$ cat config.mk
export PLATFORM = sky130hd
export DESIGN_NAME = gray_counter_nbit
export DESIGN_NICKNAME = d
export VERILOG_FILES = /design/src/rtl/gray_counter_nbit.sv
export SDC_FILE = /design/constraint.sdc
export NUM_CORES = 1
export LEC_CHECK = 0
export ABC_AREA = 1
export CAP_MARGIN = 20
export CORE_MARGIN = 4
export CORE_UTILIZATION = 47
export DETAILED_ROUTE_END_ITERATION = 8
export PLACE_DENSITY = 0.93
export SKIP_LAST_GASP = 1
export SYNTH_ARGS = -nofsm -noshare
export SYNTH_HDL_FRONTEND = slang
export SYNTH_SLANG_ARGS = --single-unit
$ cat constraint.sdc
create_clock -name clk_in -period 4 [get_ports clk_in]
set_input_delay 1 -clock clk_in [delete_from_list [all_inputs] [get_ports clk_in]]
set_output_delay 1 -clock clk_in [all_outputs]
set_load 0.05 [all_outputs]
$ cat src/rtl/gray_counter_nbit.sv
// N-bit up/down counter with registered binary and Gray views, parallel load in either code.
// Define GRAY_CNT_SATURATE_EN to saturate at the ends instead of wrapping.
`default_nettype none

module gray_counter_nbit #(
    parameter int          WIDTH   = 4,
    parameter logic [31:0] RST_VAL = 32'd0
) (
    input  logic             clk_in,
    input  logic             rst_in,
    input  logic             en_in,
    input  logic             dir_in,
    input  logic             load_in,
    input  logic             load_gray_in,
    input  logic [WIDTH-1:0] load_val_in,
    output logic [WIDTH-1:0] bin_out,
    output logic [WIDTH-1:0] gray_out,
    output logic             wrap_out,
    output logic             zero_out
);

    generate
        if (WIDTH < 2 || WIDTH > 32) begin : g_bad_width
            $error("gray_counter_nbit: WIDTH must be in 2..32");
        end
        if (WIDTH < 32 && (RST_VAL >> WIDTH) != 32'd0) begin : g_bad_rst
            $error("gray_counter_nbit: RST_VAL does not fit in WIDTH bits");
        end
    endgenerate

    localparam logic [WIDTH-1:0] MAX_VAL  = '1;
    localparam logic [WIDTH-1:0] RST_BIN  = RST_VAL[WIDTH-1:0];
    localparam logic [WIDTH-1:0] RST_GRAY = RST_BIN ^ (RST_BIN >> 1);

    function automatic logic [WIDTH-1:0] gray_to_bin(input logic [WIDTH-1:0] g);
        logic [WIDTH-1:0] b;
        b = '0;
        b[WIDTH-1] = g[WIDTH-1];
        for (int i = WIDTH - 2; i >= 0; i--) begin
            b[i] = b[i+1] ^ g[i];
        end
        return b;
    endfunction

    logic [WIDTH-1:0] bin_q,  bin_d;
    logic [WIDTH-1:0] gray_q;
    logic             wrap_q, wrap_d;
    logic             zero_q;
    logic             at_end;

    // at_end: the next step in the current direction would cross the modulo boundary
    assign at_end = dir_in ? (bin_q == MAX_VAL) : (bin_q == '0);

    always_comb begin
        bin_d  = bin_q;
        wrap_d = 1'b0;
        if (load_in) begin
            bin_d = load_gray_in ? gray_to_bin(load_val_in) : load_val_in;
        end else if (en_in) begin
            wrap_d = at_end;
`ifdef GRAY_CNT_SATURATE_EN
            if (!at_end) begin
                bin_d = dir_in ? bin_q + 1'b1 : bin_q - 1'b1;
            end
`else
            bin_d = dir_in ? bin_q + 1'b1 : bin_q - 1'b1;
`endif
        end
    end

    // All outputs derive from bin_d so they stay mutually consistent.
    always_ff @(posedge clk_in) begin
        if (rst_in) begin
            bin_q  <= RST_BIN;
            gray_q <= RST_GRAY;
            wrap_q <= 1'b0;
            zero_q <= (RST_BIN == '0);
        end else begin
            bin_q  <= bin_d;
            gray_q <= bin_d ^ (bin_d >> 1);
            wrap_q <= wrap_d;
            zero_q <= (bin_d == '0);
        end
    end

    assign bin_out  = bin_q;
    assign gray_out = gray_q;
    assign wrap_out = wrap_q;
    assign zero_out = zero_q;

endmodule

`default_nettype wire
Word level (Yosys, flattened, before mapping)
Cells that the tools add are included.
{ "word_totals": {"regBits": 10, "in_bits": 10, "out_inout_bits": 10, "elab_cells": 20} }
{ "classes": {"add_sub_neg": 2, "n_eq_ne": 1, "n_mux": 5, "bitwise": 5, "n_reduce_logical": 3} }
{ "ops": {"columns": ["cell", "count"], "rows": [
  ["$mux W4", 3],
  ["$logic_not A4 Y1", 2],
  ["$add A4 B1 Y4 const B", 1],
  ["$eq A4 B4 Y1 const B", 1],
  ["$sub A4 B1 Y4 const B", 1],
  ["$xor A4 B3 Y4", 1],
  ["$mux W3", 1],
  ["$reduce_or A3 Y1", 1],
  ["$xor A1 B1 Y1", 3],
  ["$mux W1", 1],
  ["$not A1 Y1", 1]
]} }

Depth between registers and ports, before layout
{ "depth": {"ltp_word": 6, "mapped_depth": 13, "depth_no_buf": 13} }

Worst setup path before layout
No wires, ideal clock.
{ "synth_timing": {"path_kind": "input-to-reg", "startpoint": "input port dir_in", "endpoint": "register gray_q[0], in the netlist gray_out[0]", "setup_ps": 109, "arrival_time_ps": 2178, "required_time_ps": 3891, "slack_ps": 1712, "path_stages": 8, "n_path_buf": 0, "cell_sequence": "fa_1 -> o21ai_1 -> a21oi_1 -> a21oi_2 -> inv_2 -> ha_1 -> inv_1 -> nor2_1"} }
{ "synth_via": {"elab_chain_len": 4} }
{ "synth_rtl": {"columns": ["element", "line_no", "source"], "rows": [
  ["start: declaration", "12", "input logic dir_in,"],
  ["$mux W4", "66", "bin_d = dir_in ? bin_q + 1'b1 : bin_q - 1'b1;"],
  ["$mux W4", "59", "end else if (en_in) begin"],
  ["$mux W4", "57", "if (load_in) begin"],
  ["$xor A4 B3 Y4", "80", "gray_q <= bin_d ^ (bin_d >> 1);"],
  ["end signal: assignment", "80", null],
  ["end: declaration", "46", "logic [WIDTH-1:0] gray_q;"]
]} }
No other way between the ends.
A chain may end at the register's enable or synchronous reset.

Final worst setup path
{ "layout_timing": {"startpoint": "input port dir_in", "endpoint": "register gray_q[2], in the netlist gray_out[2]"} }
The elaborated chain is that of the path after synthesis.

==> reports/results.txt <==
HP Start = bin_out[2]
I/O Buffers = 19
max cap viols = 0
filler cell count = 102
diode count = 0
startpoint types = primary input
DP Worst Slack = 1.050 ns
hold depth = 2
NetSw = 0.1185 mW
Hold Path Class = reg -> reg
PD cells = 362.2 nW/um^2
clock sinks = 9
Pint = 0.1843 mW
final hold vios = 0
design area = 835.8 sq um
core area = 1156 sq um
Worst-Skew Late Latency = 0.27 ns
mapped cell area = 609.3 sq um
#FFs+latches synth = 9
upper clock frequency limit = 0.3722 GHz
total grt overflow = 0
Syn Inst Count = 90
hold path endpoint = wrap_out
Comb pwr share = 41.7%
setup ws final = 1.313 ns
Final Skew = 0.007796 ns
initial antenna violation count = 0
TritonCTS Buffers = 3
clock tree root driver cell = clkbuf_4
placer's final routability congestion estimate = 0.8310
R2R Path End = gray_out[0]
FF-to-FF Start = bin_out[0]
DRC errors left = 0
final setup vio count = 0
Die Y-Extent = 44.01 microns
layout cells sized above 1 = 13.39%
Slew @ Worst Pin = 0.5023 ns
Finished Core Util = 72.29%
Post-Syn Nets = 105
clock share of power = 23.5%
Syn Area/Cell = 6.770 sq um
H-tree depth = 1
area grow syn2layout = 37.17%
total routed wirelength = 1.342 mm
minimum clock period = 2.687 ns
# rows = 12
RSZ-0062 raised after global routing = no
fin. max-slew vios = 0
period utilization = 67.17%
critical path peak fanout = 4
Leakage = 0.4067 nW
R2R Setup Slk = 2.10 ns
vias per cell = 5.048
first-pass GRT wire length = 2.283 mm
worst reg2reg path depth = 9
Slew Limit Headroom = 66.41%
status = finished, final reports clean
WP data arrival = 2.84 ns
dpl hpwl = 1.142 mm
Synth cell types = 23
Routed Antenna Nets = 0
# IOs = 20
Initial Utilization = 52.71%
CTS tree = done
hold_ws = 0.5683 ns
post-route setup TNS = 0 ns
Post-Layout Cell Count = 126
Critical Setup Path Class = in -> reg
endpoint class of the critical path = flop
Seq/Total Area, Yosys = 29.57%
via count = 636
Ys Warns = 0
Sw Ratio = 39.14%
full die area = 1936 sq um
CTS max path bufs = 2
hold_buf cts = 0
Horiz. Die Dim = 44.01 microns
largest net degree at the start of global routing = 8
wire per inst = 10.65 microns
DP Area = 809.5 sq um
Post-CTS Setup Bufs = 0
total power = 0.3028 mW
number of global-route vias before repair = 542
clk slew on worst S/H paths = 0.06 ns
Pre-antenna DRT Iters = 4
Reg area = 180.2 sq um
DRT iter0 DRCs = 11
# resized after CTS = 0
Tot GR Track Use = 16.18%
area of the multi-input gates = 361.6 sq um
layout net count = 128
DP Cell Count = 122
WP data required = 4.15 ns
Peak supply drop = 0.2482 mV
Reg power frac = 34.8%
==> state kept, by name, indices dropped and copies added, names as in the netlist <==
register and count:
wrap_out 1, bin_out 4, zero_out 1, gray_out 3
==> cells in the final DEF, fill, tap and decap left out, types with 2 or more instances in the layout <==
cell type	n
inv_2	3
inv_1	13
clkdlybuf4s50_1	19
nand3b_1	2
dfxtp_1	9
clkbuf_4	3
nand2_2	5
ha_1	4
nand2_1	24
nor2_1	7
a21oi_1	6
nand3_1	3
o21ai_1	2
==> power by group through the flow <==
stage	clock network [mW]	registers, mW	logic, mW
detailed placement	0	0.108	0.126
global placement	0	0.107	0.124
global route	0.0794	0.107	0.138
finish	0.0711	0.105	0.126
CTS	0.0736	0.106	0.127
floorplan	0	0.139	0.0527
==> cell families after synthesis <==
group | after synthesis | synth area share (%)
fa+ha+maj | 5 | 11.50
flops | 9 | 29.57
xor+xnor | 1 | 1.438
buf+inv | 17 | 11.09
compound gates | 13 | 12.73
simple gates | 45 | 33.68
==> area by class of cell <==
type,instances,area share [%]
Multi-Input combinational cell,64,43.26
Timing Repair Buffer,19,22.75
Sequential cell,9,21.56
Inverter,16,7.186
Clock buffer,4,3.144
Tap cell,14,2.096
==> routing by layer <==
metal  routed length (microns)  GRT usage (%)  share of wire, %
met1                       548          18.43                41
met2                       659          26.45                49
met3                        99          4.979               7.4
met4                        34          9.036               2.5
met5                         0              0                 0
==> cell usage after synthesis <==
library cell  number  area [sq um]
buf_4              1         7.510
nand3_1            3         15.01
inv_2              3         11.26
o21ai_0            1         5.000
o31ai_1            1         7.510
nand3_2            1         10.01
a21oi_1            6         30.03
dfxtp_1            9         180.2
o21ai_2            1         8.760
xor2_1             1         8.760
nand3b_1           2         15.01
nor2_1             7         26.28
a21boi_1           1         7.510
a21oi_2            1         8.760
nand4_1            1         6.260
nor2_2             1         6.260
o21ai_1            2         10.01
inv_1             13         48.80
fa_1               1         20.02
nand2_2            5         31.28
nor3_1             1         5.000
ha_1               4         50.05
nand2_1           24         90.09
==> worst max-delay path: stages <==
cell             delay (ns)
clkdlybuf4s50_1        0.54
inv_1                  0.10
ha_1                   0.36
nand3_1                0.11
nand3_1                0.06
nand2_1                0.06
nand2_1                0.04
nand2_1                0.05
nand2_1                0.07
a21boi_1               0.13
ha_1                   0.24
inv_1                  0.06
nor2_1                 0.03
==> how the worst max path moves through the flow <==
stage / from / endpoint / slack [ns] / cells past startpoint
floorplan: dir_in / gray_out[0] / 1.71 / 8
global placement: dir_in / gray_out[2] / 1.10 / 13
detailed placement: dir_in / gray_out[2] / 1.05 / 13
CTS: dir_in / gray_out[2] / 1.32 / 13
global route: dir_in / gray_out[2] / 1.15 / 13
finish: dir_in / gray_out[2] / 1.31 / 13
(Power assumes the default switching activity.)
